`config.mk`:
```
export PLATFORM = sky130hd
export DESIGN_NAME = frame_copy_master_flat
export DESIGN_NICKNAME = d
export VERILOG_FILES = /design/src/rtl/frame_copy_master_if.sv /design/src/rtl/frame_copy_master.sv /design/src/flat_wrapper.sv
export SDC_FILE = /design/constraint.sdc
export NUM_CORES = 1
export LEC_CHECK = 0
export CORE_AREA = 2 2 126 177
export CTS_CLUSTER_DIAMETER = 60
export DETAILED_ROUTE_END_ITERATION = 7
export DIE_AREA = 0 0 128 179
export PLACE_DENSITY = 0.69
export SLEW_MARGIN = 20
export SYNTH_ARGS = -nofsm -noshare
export SYNTH_HDL_FRONTEND = slang
export SYNTH_SLANG_ARGS = --single-unit
export TNS_END_PERCENT = 100
```
`constraint.sdc`:
```
create_clock -name CLOCK_50 -period 7.9 [get_ports CLOCK_50]
set_input_delay 1.58 -clock CLOCK_50 [delete_from_list [all_inputs] [get_ports CLOCK_50]]
set_output_delay 1.58 -clock CLOCK_50 [all_outputs]
set_load 0.01 [all_outputs]
```
`src/rtl/frame_copy_master_if.sv`:
```
// Avalon-style master bus bundle used by frame_copy_master.
// The master modport drives the request side; the slave modport returns ack and read data.
interface frame_copy_master_if #(
    parameter int ADDR_W = 32
);
    logic [ADDR_W-1:0] bus_addr;
    logic [3:0]        bus_byte_enable;
    logic              bus_read;
    logic              bus_write;
    logic [31:0]       bus_write_data;
    logic              bus_ack;
    logic [31:0]       bus_read_data;

    modport master (
        output bus_addr, bus_byte_enable, bus_read, bus_write, bus_write_data,
        input  bus_ack, bus_read_data
    );

    modport slave (
        input  bus_addr, bus_byte_enable, bus_read, bus_write, bus_write_data,
        output bus_ack, bus_read_data
    );
endinterface

```
`src/rtl/frame_copy_master.sv`:
```
// Raster-order pixel mover: one bus read then one (possibly clipped) bus write per source pixel.
// Optional macro FRAME_COPY_CHROMA_KEY_EN adds key_color/key_en to suppress writes of keyed pixels.
module frame_copy_master #(
    parameter int ADDR_W          = 32,
    parameter int SRC_WIDTH       = 320,
    parameter int SRC_HEIGHT      = 240,
    parameter int SRC_STRIDE_LOG2 = 9,
    parameter int DST_WIDTH       = 640,
    parameter int DST_HEIGHT      = 480,
    parameter int DST_STRIDE_LOG2 = 10,
    parameter int BPP_BYTES       = 2,
    parameter int THROTTLE        = 3,
    parameter int ACK_TIMEOUT     = 1023
) (
    input  logic              CLOCK_50,
    input  logic              reset_n,
    input  logic              enable,
    input  logic              single_shot,
    input  logic              start,
    input  logic [ADDR_W-1:0] src_base,
    input  logic [ADDR_W-1:0] dst_base,
    input  logic [9:0]        dst_x_off,
    input  logic [9:0]        dst_y_off,
`ifdef FRAME_COPY_CHROMA_KEY_EN
    input  logic [31:0]       key_color,
    input  logic              key_en,
`endif
    frame_copy_master_if.master bus,
    output logic              busy,
    output logic              frame_done,
    output logic [15:0]       frame_count,
    output logic              timeout_err
);
    localparam int XW       = (SRC_WIDTH  > 1) ? $clog2(SRC_WIDTH)  : 1;
    localparam int YW       = (SRC_HEIGHT > 1) ? $clog2(SRC_HEIGHT) : 1;
    localparam int TW       = (THROTTLE   > 1) ? $clog2(THROTTLE)   : 1;
    localparam int OW       = (ACK_TIMEOUT > 1) ? $clog2(ACK_TIMEOUT) : 1;
    localparam int BPP_LOG2 = (BPP_BYTES == 4) ? 2 : (BPP_BYTES == 2) ? 1 : 0;
    localparam logic [3:0]  BYTE_EN   = (BPP_BYTES == 4) ? 4'hF : (BPP_BYTES == 2) ? 4'h3 : 4'h1;
    localparam logic [31:0] DATA_MASK = (BPP_BYTES == 4) ? 32'hFFFF_FFFF :
                                        (BPP_BYTES == 2) ? 32'h0000_FFFF : 32'h0000_00FF;

    typedef enum logic [2:0] {S_IDLE, S_GAP, S_RD, S_WR, S_NEXT} state_t;

    state_t            r_state, w_state_nxt;
    logic [XW-1:0]     r_x, w_x_nxt;
    logic [YW-1:0]     r_y, w_y_nxt;
    logic [TW-1:0]     r_gap_cnt, w_gap_cnt_nxt;
    logic [OW-1:0]     r_to_cnt, w_to_cnt_nxt;
    logic              r_busy, w_busy_nxt;
    logic              r_done, w_done_nxt;
    logic [15:0]       r_count, w_count_nxt;
    logic              r_terr, w_terr_nxt;
    logic [ADDR_W-1:0] r_addr, w_addr_nxt;
    logic [3:0]        r_be, w_be_nxt;
    logic              r_read, w_read_nxt;
    logic              r_write, w_write_nxt;
    logic [31:0]       r_wdata, w_wdata_nxt;

    logic [10:0]       w_dx, w_dy;
    logic              w_clip, w_keyed, w_skip, w_to_hit, w_last_x, w_last_y;
    logic [31:0]       w_rdata_m;
    logic [ADDR_W-1:0] w_dst_off, w_dst_addr, w_src_off;
    logic              w_launch, w_issue_rd, w_abort;

    assign w_dx       = 11'(r_x) + {1'b0, dst_x_off};
    assign w_dy       = 11'(r_y) + {1'b0, dst_y_off};
    assign w_clip     = ({21'd0, w_dx} >= 32'(DST_WIDTH)) || ({21'd0, w_dy} >= 32'(DST_HEIGHT));
    assign w_rdata_m  = bus.bus_read_data & DATA_MASK;
    assign w_dst_off  = ((ADDR_W'(w_dy) << DST_STRIDE_LOG2) + ADDR_W'(w_dx)) << BPP_LOG2;
    assign w_dst_addr = dst_base + w_dst_off;
    assign w_last_x   = (r_x == XW'(SRC_WIDTH - 1));
    assign w_last_y   = (r_y == YW'(SRC_HEIGHT - 1));
    assign w_to_hit   = (ACK_TIMEOUT != 0) && (r_to_cnt == OW'(ACK_TIMEOUT - 1));

`ifdef FRAME_COPY_CHROMA_KEY_EN
    assign w_keyed = key_en && (w_rdata_m == (key_color & DATA_MASK));
`else
    assign w_keyed = 1'b0;
`endif
    assign w_skip = w_clip || w_keyed;

    always_comb begin
        // NOTE: every variable gets a default first so no path can leave one unassigned (no latch).
        w_state_nxt   = r_state;
        w_x_nxt       = r_x;
        w_y_nxt       = r_y;
        w_gap_cnt_nxt = r_gap_cnt;
        w_to_cnt_nxt  = r_to_cnt;
        w_busy_nxt    = r_busy;
        w_done_nxt    = 1'b0;
        w_count_nxt   = r_count;
        w_terr_nxt    = r_terr;
        w_addr_nxt    = r_addr;
        w_be_nxt      = r_be;
        w_read_nxt    = r_read;
        w_write_nxt   = r_write;
        w_wdata_nxt   = r_wdata;
        w_launch      = 1'b0;
        w_issue_rd    = 1'b0;
        w_abort       = 1'b0;
        w_src_off     = '0;

        case (r_state)
            S_IDLE: begin
                // A parked frame (busy still high) resumes regardless of mode or start.
                if (enable && (r_busy || !single_shot || start)) begin
                    w_busy_nxt = 1'b1;
                    w_launch   = 1'b1;
                end
            end
            S_GAP: begin
                if (r_gap_cnt == TW'(THROTTLE - 1)) begin
                    if (enable) w_issue_rd  = 1'b1;
                    else        w_state_nxt = S_IDLE;
                end else begin
                    w_gap_cnt_nxt = r_gap_cnt + TW'(1);
                end
            end
            S_RD: begin
                if (bus.bus_ack) begin
                    w_read_nxt  = 1'b0;
                    w_wdata_nxt = w_rdata_m;
                    if (w_skip) begin
                        w_state_nxt = S_NEXT;
                    end else begin
                        w_state_nxt  = S_WR;
                        w_write_nxt  = 1'b1;
                        w_addr_nxt   = w_dst_addr;
                        w_to_cnt_nxt = '0;
                    end
                end else if (w_to_hit) begin
                    w_abort = 1'b1;
                end else begin
                    w_to_cnt_nxt = r_to_cnt + OW'(1);
                end
            end
            S_WR: begin
                if (bus.bus_ack) begin
                    w_write_nxt = 1'b0;
                    w_state_nxt = S_NEXT;
                end else if (w_to_hit) begin
                    w_abort = 1'b1;
                end else begin
                    w_to_cnt_nxt = r_to_cnt + OW'(1);
                end
            end
            S_NEXT: begin
                if (w_last_x && w_last_y) begin
                    w_x_nxt     = '0;
                    w_y_nxt     = '0;
                    w_done_nxt  = 1'b1;
                    w_count_nxt = r_count + 16'd1;
                    if (!single_shot && enable) begin
                        w_launch = 1'b1;
                    end else begin
                        w_busy_nxt  = 1'b0;
                        w_state_nxt = S_IDLE;
                    end
                end else begin
                    if (w_last_x) begin
                        w_x_nxt = '0;
                        w_y_nxt = r_y + YW'(1);
                    end else begin
                        w_x_nxt = r_x + XW'(1);
                    end
                    if (enable) w_launch    = 1'b1;
                    else        w_state_nxt = S_IDLE;
                end
            end
            default: w_state_nxt = S_IDLE;
        endcase

        if (w_launch) begin
            if (THROTTLE == 0 && enable) begin
                w_issue_rd = 1'b1;
            end else if (THROTTLE == 0) begin
                w_state_nxt = S_IDLE;
            end else begin
                w_state_nxt   = S_GAP;
                w_gap_cnt_nxt = '0;
            end
        end

        // NOTE: blocking assignments here are ordered on purpose: the read address uses the x/y just updated above.
        if (w_issue_rd) begin
            w_src_off    = ((ADDR_W'(w_y_nxt) << SRC_STRIDE_LOG2) + ADDR_W'(w_x_nxt)) << BPP_LOG2;
            w_state_nxt  = S_RD;
            w_read_nxt   = 1'b1;
            w_be_nxt     = BYTE_EN;
            w_addr_nxt   = src_base + w_src_off;
            w_to_cnt_nxt = '0;
        end

        if (w_abort) begin
            w_read_nxt  = 1'b0;
            w_write_nxt = 1'b0;
            w_terr_nxt  = 1'b1;
            w_x_nxt     = '0;
            w_y_nxt     = '0;
            w_busy_nxt  = 1'b0;
            w_state_nxt = S_IDLE;
        end
    end

    // NOTE: sequential state uses non-blocking assignments so every register updates from pre-edge values.
    always_ff @(posedge CLOCK_50 or negedge reset_n) begin
        if (!reset_n) begin
            r_state   <= S_IDLE;
            r_x       <= '0;
            r_y       <= '0;
            r_gap_cnt <= '0;
            r_to_cnt  <= '0;
            r_busy    <= 1'b0;
            r_done    <= 1'b0;
            r_count   <= '0;
            r_terr    <= 1'b0;
            r_addr    <= '0;
            r_be      <= '0;
            r_read    <= 1'b0;
            r_write   <= 1'b0;
            r_wdata   <= '0;
        end else begin
            r_state   <= w_state_nxt;
            r_x       <= w_x_nxt;
            r_y       <= w_y_nxt;
            r_gap_cnt <= w_gap_cnt_nxt;
            r_to_cnt  <= w_to_cnt_nxt;
            r_busy    <= w_busy_nxt;
            r_done    <= w_done_nxt;
            r_count   <= w_count_nxt;
            r_terr    <= w_terr_nxt;
            r_addr    <= w_addr_nxt;
            r_be      <= w_be_nxt;
            r_read    <= w_read_nxt;
            r_write   <= w_write_nxt;
            r_wdata   <= w_wdata_nxt;
        end
    end

    assign bus.bus_addr        = r_addr;
    assign bus.bus_byte_enable = r_be;
    assign bus.bus_read        = r_read;
    assign bus.bus_write       = r_write;
    assign bus.bus_write_data  = r_wdata;
    assign busy                = r_busy;
    assign frame_done          = r_done;
    assign frame_count         = r_count;
    assign timeout_err         = r_terr;
endmodule
```
`src/flat_wrapper.sv`:
```
// flat-port wrapper written by rule: the top's interface ports become plain ports
module frame_copy_master_flat 
#(
    parameter int ADDR_W          = 32,
    parameter int SRC_WIDTH       = 320,
    parameter int SRC_HEIGHT      = 240,
    parameter int SRC_STRIDE_LOG2 = 9,
    parameter int DST_WIDTH       = 640,
    parameter int DST_HEIGHT      = 480,
    parameter int DST_STRIDE_LOG2 = 10,
    parameter int BPP_BYTES       = 2,
    parameter int THROTTLE        = 3,
    parameter int ACK_TIMEOUT     = 1023
)
  (CLOCK_50, reset_n, enable, single_shot, start, src_base, dst_base, dst_x_off, dst_y_off, busy, frame_done, frame_count, timeout_err, bus_bus_addr, bus_bus_byte_enable, bus_bus_read, bus_bus_write, bus_bus_write_data, bus_bus_ack, bus_bus_read_data);
  frame_copy_master_if #(.ADDR_W(ADDR_W)) bus_i ();
  input  logic CLOCK_50;
  input  logic reset_n;
  input  logic enable;
  input  logic single_shot;
  input  logic start;
  input  logic [ADDR_W-1:0] src_base;
  input  logic [ADDR_W-1:0] dst_base;
  input  logic [9:0] dst_x_off;
  input  logic [9:0] dst_y_off;
  output logic busy;
  output logic frame_done;
  output logic [15:0] frame_count;
  output logic timeout_err;
  output wire logic [$bits(bus_i.bus_addr)-1:0] bus_bus_addr;
  output wire logic [$bits(bus_i.bus_byte_enable)-1:0] bus_bus_byte_enable;
  output wire logic [$bits(bus_i.bus_read)-1:0] bus_bus_read;
  output wire logic [$bits(bus_i.bus_write)-1:0] bus_bus_write;
  output wire logic [$bits(bus_i.bus_write_data)-1:0] bus_bus_write_data;
  input wire logic [$bits(bus_i.bus_ack)-1:0] bus_bus_ack;
  input wire logic [$bits(bus_i.bus_read_data)-1:0] bus_bus_read_data;
  assign bus_bus_addr = bus_i.bus_addr;
  assign bus_bus_byte_enable = bus_i.bus_byte_enable;
  assign bus_bus_read = bus_i.bus_read;
  assign bus_bus_write = bus_i.bus_write;
  assign bus_bus_write_data = bus_i.bus_write_data;
  assign bus_i.bus_ack = bus_bus_ack;
  assign bus_i.bus_read_data = bus_bus_read_data;
  frame_copy_master #(.ADDR_W(ADDR_W), .SRC_WIDTH(SRC_WIDTH), .SRC_HEIGHT(SRC_HEIGHT), .SRC_STRIDE_LOG2(SRC_STRIDE_LOG2), .DST_WIDTH(DST_WIDTH), .DST_HEIGHT(DST_HEIGHT), .DST_STRIDE_LOG2(DST_STRIDE_LOG2), .BPP_BYTES(BPP_BYTES), .THROTTLE(THROTTLE), .ACK_TIMEOUT(ACK_TIMEOUT)) u_core (.CLOCK_50(CLOCK_50), .reset_n(reset_n), .enable(enable), .single_shot(single_shot), .start(start), .src_base(src_base), .dst_base(dst_base), .dst_x_off(dst_x_off), .dst_y_off(dst_y_off), .bus(bus_i), .busy(busy), .frame_done(frame_done), .frame_count(frame_count), .timeout_err(timeout_err));
endmodule
```
---- Yosys cells after proc, flatten, opt, wreduce, memory -nomap -nowiden ----
Index checks and enable logic that the tools add are counted.
operators by class
  muxes and demuxes ....................... 57
  magnitude comparators ................... 2
  $add $sub $neg .......................... 11
  reductions and logical operators ........ 26
  equal/unequal tests ..................... 23
operators with widths
  kind                                                   number
  2-to-1 mux 32 bit                                      4
  adder 32 bit                                           2
  2-to-1 mux 10 bit                                      5
  2-to-1 mux 9 bit                                       4
  2-to-1 mux 8 bit                                       4
  2-to-1 mux 3 bit                                       10
  adder 21 x 11 -> 22 bit                                1
  2-to-1 mux 1 bit                                       22
  one-hot mux 10 bit (2 select lines)                    1
  adder 17 x 9 -> 18 bit                                 1
  adder 16 x 1 -> 16 bit, second input constant          1
  one-hot mux 3 bit (5 select lines)                     1
  nonzero test 3 bit                                     5
  inequality test 3 x 2 -> 1 bit, second input constant  4
  adder 8 x 10 -> 11 bit                                 1
  adder 9 x 10 -> 11 bit                                 1
  >= comparator 11 x 10 -> 1 bit, second input constant  1
  >= comparator 11 x 9 -> 1 bit, second input constant   1
  adder 10 x 1 -> 10 bit, second input constant          1
  equality test 10 bit, second input constant            1
  inequality test 5 x 2 -> 1 bit, second input constant  2
  adder 9 x 1 -> 9 bit, second input constant            1
  equality test 9 bit, second input constant             1
  adder 8 x 1 -> 8 bit, second input constant            1
  other kinds (26)                                       43
storage, ports and cells
  output and inout bits ................... 89
  register bits after elaboration ......... 102
  input port bits ......................... 122

---- Depth between registers and ports, before layout ----
  depth after elaboration ................. 9
  depth in mapped cells ................... 20
  gate-level depth less buffers ........... 20

---- Least setup slack after synthesis ----
No wires, ideal clock.
  path kind ............................... input to register
  from .................................... input dst_x_off[0]
  to ...................................... register u_core.r_addr[30], in the netlist u_core.bus.bus_addr[30]
  stages .................................. 19
  path buffers ............................ 0
  arrival time ............................ 5357 ps
  setup slack ............................. 2449 ps
  cell sequence ........................... ha_1 fa_1 a211oi_1 o21ai_0 a21oi_1 o21ai_0 ha_1 ha_1 xor2_1 ha_1 nand2_1 nor3_1 a211oi_1 o221ai_1 o21a_1 o21a_1 o2111ai_1 xor2_1 a221oi_2
between the ends
  longest elaborated chain between the ends .. 7
RTL lines
  what                        line                      source
  from (decl)                 flat_wrapper.sv:24        input logic [9:0] dst_x_off;
  adder 9 x 10 -> 11 bit (*)  frame_copy_master.sv:66   assign w_dx = 11'(r_x) + {1'b0, dst_x_off};
  adder 21 x 11 -> 22 bit     frame_copy_master.sv:70   assign w_dst_off = ((ADDR_W'(w_dy) << DST_STRIDE_LOG2) + ADDR_W'(w_dx)) << BPP_LOG2;
  adder 32 bit                frame_copy_master.sv:71   assign w_dst_addr = dst_base + w_dst_off;
  2-to-1 mux 32 bit           frame_copy_master.sv:124  if (w_skip) begin
  2-to-1 mux 32 bit           frame_copy_master.sv:121  if (bus.bus_ack) begin
  2-to-1 mux 32 bit           frame_copy_master.sv:104  case (r_state)
  2-to-1 mux 32 bit           frame_copy_master.sv:186  if (w_issue_rd) begin
  to (signal assigned)        frame_copy_master.sv:233  r_addr <= w_addr_nxt;
  to (decl)                   frame_copy_master.sv:54   logic [ADDR_W-1:0] r_addr, w_addr_nxt;
Every way passes the cells marked *; elsewhere a longest branch is shown, timed or not. The select of a mux whose other input is x is not followed.
A chain may end at the register's enable or synchronous reset.

---- Worst setup path after layout ----
  from .................................... input dst_x_off[0]
  to ...................................... register u_core.r_addr[28], in the netlist u_core.bus.bus_addr[28]
Same word-level chain as after synthesis.

==> results.py <==
metrics = {
    "finish": {
        "diodes": 0,
        "most-common-layout-cells": "clkdlybuf4s50_1, dfrtp_1, nand2_1",
        "drive_above_1_share": 0.05600,
        "utilization": 0.4876,
        "finalNonFillerCells": 1389,
        "fin_nets": 1312,
        "fin_area_sq_um": 10470,
        "area_delta_synth_final_pct": 27.52,
        "layout_commonest_cell": "clkdlybuf4s50_1",
    },
    "hold_path": {
        "holdCritPathClass": "reg -> reg",
    },
    "critical_path": {
        "slowest_stage": "fa_1",
        "crit_type": "in -> reg",
        "crit_chain": "clkdlybuf4s50_1 -> ha_1 -> fa_1 -> a211oi_1 -> o21ai_0 -> a21oi_1 -> o21ai_0 -> ha_1 -> ha_1 -> xor2_1 -> ha_1 -> nand2_1 -> nor3_1 -> a211oi_1 -> o221ai_1 -> o221ai_1 -> o21ai_0 -> xor2_1 -> nor2_1 -> o22ai_1",
        "worstPathArrival_ns": 6.60,
        "cp_slowest_stage_delay_ns": 0.45,
        "cpMostUsedCell": "ha_1",
        "critPathTopFamily": "compound AO/OA/AOI/OAI gates",
        "crit_buf_inv": 1,
        "critPathRequiredTime_ns": 8.18,
        "critPathLaunchType": "input pin",
        "critPathCaptureType": "register",
        "worst-path-max-fanout": 5,
    },
    "synthesis": {
        "syn_inst": 952,
        "ys.flop_type": "dfrtp_1",
        "synthArstFlopShare": 1.000,
        "synthXorXnorAreaFrac": 0.1002,
        "ys_seq_area_frac": 0.3110,
        "synth.avg_cell_area_sq_um": 8.620,
        "synth_compound_area_frac": 0.1883,
        "ys_ff_latch": 102,
        "synth-simple-area-share": 0.2014,
        "synth_top_family_by_area": "simple AND/OR/NAND/NOR gates",
        "ys_types": 67,
        "synth_edf_count": 0,
        "yosys_warnings": 0,
        "netlist_area_sq_um": 8207,
        "synthMuxAreaShare": 0.04284,
        "synthAdderAreaFrac": 0.1104,
    },
    "timing": {
        "setup_viol": 0,
        "fin_tns_setup_ns": 0,
        "slew_violations": 0,
        "hold_violations": 0,
        "fmax_ghz": 0.1583,
        "fin_worst_skew_ns": 0.01129,
        "fin_crit_sh": 0.7995,
        "fin_crit_ns": 6.316,
        "worst_pin_slew_ns": 1.017,
        "rsz0062_at_grt": "no",
        "slew_headroom": 0.3215,
    },
    "floorplan": {
        "num_io_pins": 211,
        "initial_utilization": 0.3824,
        "core_sq_um": 21460,
        "dieHeight_microns": 179,
        "dieWidth_microns": 128,
        "die_area_sq_um": 22910,
        "rows": 64,
    },
    "cts": {
        "clock-sinks": 102,
        "htree_levels": 3,
        "post_cts_buffers": 0,
        "root_buffer": "clkbuf_16",
        "clock_path_buffers": 2,
        "cts_buffers": 9,
        "cts_tree": "built",
        "ctsHoldBuffers": 0,
        "ctsResizeCount": 0,
        "clk_latency_ns": 0.36,
        "clkTransAtPathRegs_ns": 0.08,
    },
    "placed_design": {
        "io_buffers": 176,
        "dp_cells": 1373,
        "dp_hpwl_mm": 18.25,
        "placed_cell_area_sq_um": 10150,
        "gp_congestion": 0.8596,
    },
    "flow_run": {
        "maxCapViolations": 0,
    },
    "detailed_routing": {
        "wirelength_mm": 23.43,
        "drc": 0,
        "via_per_inst": 5.496,
        "drt_iter0_markers": 374,
        "wl_per_cell_microns": 16.87,
        "vias": 7634,
        "ant_nets": 0,
        "firstDrtPassIters": 5,
    },
    "grt": {
        "globalRouteTotalUtil": 0.2022,
        "grt_max_degree": 53,
        "grt_pass1_wl_mm": 36.56,
        "first_global_vias": 7297,
        "overflow": 0,
        "antenna_found_initial": 0,
    },
    "power": {
        "power_density_nw_per_um2": 209.8,
        "vdd_drop_max_uv": 111.9,
        "p_leak_nw": 4.416,
        "power_mw": 2.195,
    },
    "run_status": {
        "status": "finished clean",
    },
}
[through the flow]
step,setup slack [ns],hold WS [ns]
6_report,1.584,0.4777
5_1_grt,1.261,0.4999
4_1_cts,1.693,0.4796
3_5_place_dp,1.329,0.4554
3_3_place_gp,1.390,0.4615
2_1_floorplan,2.449,0.5076
[power by group]
part | switching, mW | internal, mW | total (mW)
Combinational | 0.438 | 0.507 | 0.945
Clock | 0.226 | 0.254 | 0.480
Sequential | 0.101 | 0.669 | 0.770
[worst paths after layout]
check	start	endpoint	slack, ns	cells past startpoint
hold reg to reg	u_core.frame_count[15]	u_core.frame_count[15]	0.48	1
min in group asynchronous	reset_n	u_core.frame_count[6]	1.26	1
hold / removal	u_core.frame_count[15]	u_core.frame_count[15]	0.48	1
setup / recovery	dst_x_off[0]	u_core.bus.bus_addr[28]	1.58	20
setup reg to reg	u_core.r_x[0]	u_core.bus.bus_addr[28]	2.74	19
max in group asynchronous	reset_n	u_core.r_to_cnt[7]	5.47	2
[flip-flops by register name (all words and copies together) (netlist names)]
signal,cells
u_core.bus.bus_addr,32
u_core.bus.bus_byte_enable,1
u_core.bus.bus_read,1
u_core.bus.bus_write,1
u_core.bus.bus_write_data,16
u_core.busy,1
u_core.frame_count,16
u_core.frame_done,1
u_core.r_gap_cnt,2
u_core.r_state,3
u_core.r_to_cnt,10
u_core.r_x,9
u_core.r_y,8
u_core.timeout_err,1
[worst reg2reg max path: cells and delay by family, from the launching register on]
family	cells	cell delay, ns
xor gates and xnor gates	2	0.43
AOI/OAI and AO/OA	9	2.20
DFF	1	0.46
adders and majority gates	5	1.55
and+or+nand+nor	3	0.43
[layer usage]
| layer | wire, microns | global-route usage | part of all wire |
|---|---|---|---|
| met1 | 9884 | 0.2448 | 0.42 |
| met2 | 11760 | 0.3612 | 0.50 |
| met3 | 1007 | 0.02835 | 0.043 |
| met4 | 772 | 0.07875 | 0.033 |
| met5 | 0 | 0 | 0 |
[area by class of cell]
cell class	count	area [sq um]
clock buffers	9	225.2
clock inverters	7	87.58
fillers	2055	11000
inverters	31	116.4
multi-input cells	795	5356
flip-flops and latches	102	2552
well taps	264	330.3
repair buffers	181	1797
[logic make-up after synthesis]
logic type,count (synthesis)
adders and majority gates,70
AOI/OAI and AO/OA,238
muxes,33
buffers and inverters,73
other,1
DFF,102
xor gates and xnor gates,93
and+or+nand+nor,342
[cell usage after synthesis (all sizes together), types with 3 or more instances]
| master | number | area [sq um] |
|---|---|---|
| dfrtp | 102 | 2552 |
| nand2 | 101 | 379.1 |
| nor2 | 81 | 304.0 |
| ha | 66 | 825.8 |
| xnor2 | 60 | 525.5 |
| o21ai | 57 | 285.3 |
| a21oi | 56 | 280.3 |
| nand3 | 37 | 190.2 |
| xor2 | 33 | 296.5 |
| inv | 31 | 116.4 |
| buf | 25 | 191.4 |
| nor3 | 23 | 120.1 |
| a31oi | 22 | 152.7 |
| nor2b | 19 | 118.9 |
| and3 | 18 | 113.9 |
| clkbuf | 17 | 65.06 |
| mux2 | 17 | 191.4 |
| mux2i | 16 | 160.2 |
| nand4 | 16 | 106.4 |
| a211oi | 15 | 117.6 |
| a21o | 14 | 105.1 |
| o21a | 12 | 90.09 |
| nand2b | 10 | 62.56 |
| o211ai | 9 | 67.56 |
| o31ai | 9 | 67.56 |
| or3 | 8 | 55.05 |
| and2 | 7 | 46.30 |
| o21bai | 7 | 52.55 |
| or2 | 7 | 43.79 |
| o22ai | 6 | 37.54 |
| or4 | 6 | 45.04 |
| a41oi | 5 | 43.79 |
| o221ai | 5 | 43.79 |
| fa | 4 | 80.08 |
| nor3b | 4 | 30.03 |
| a31o | 3 | 26.28 |
Note: power is estimated with default switching activity, not from simulation.
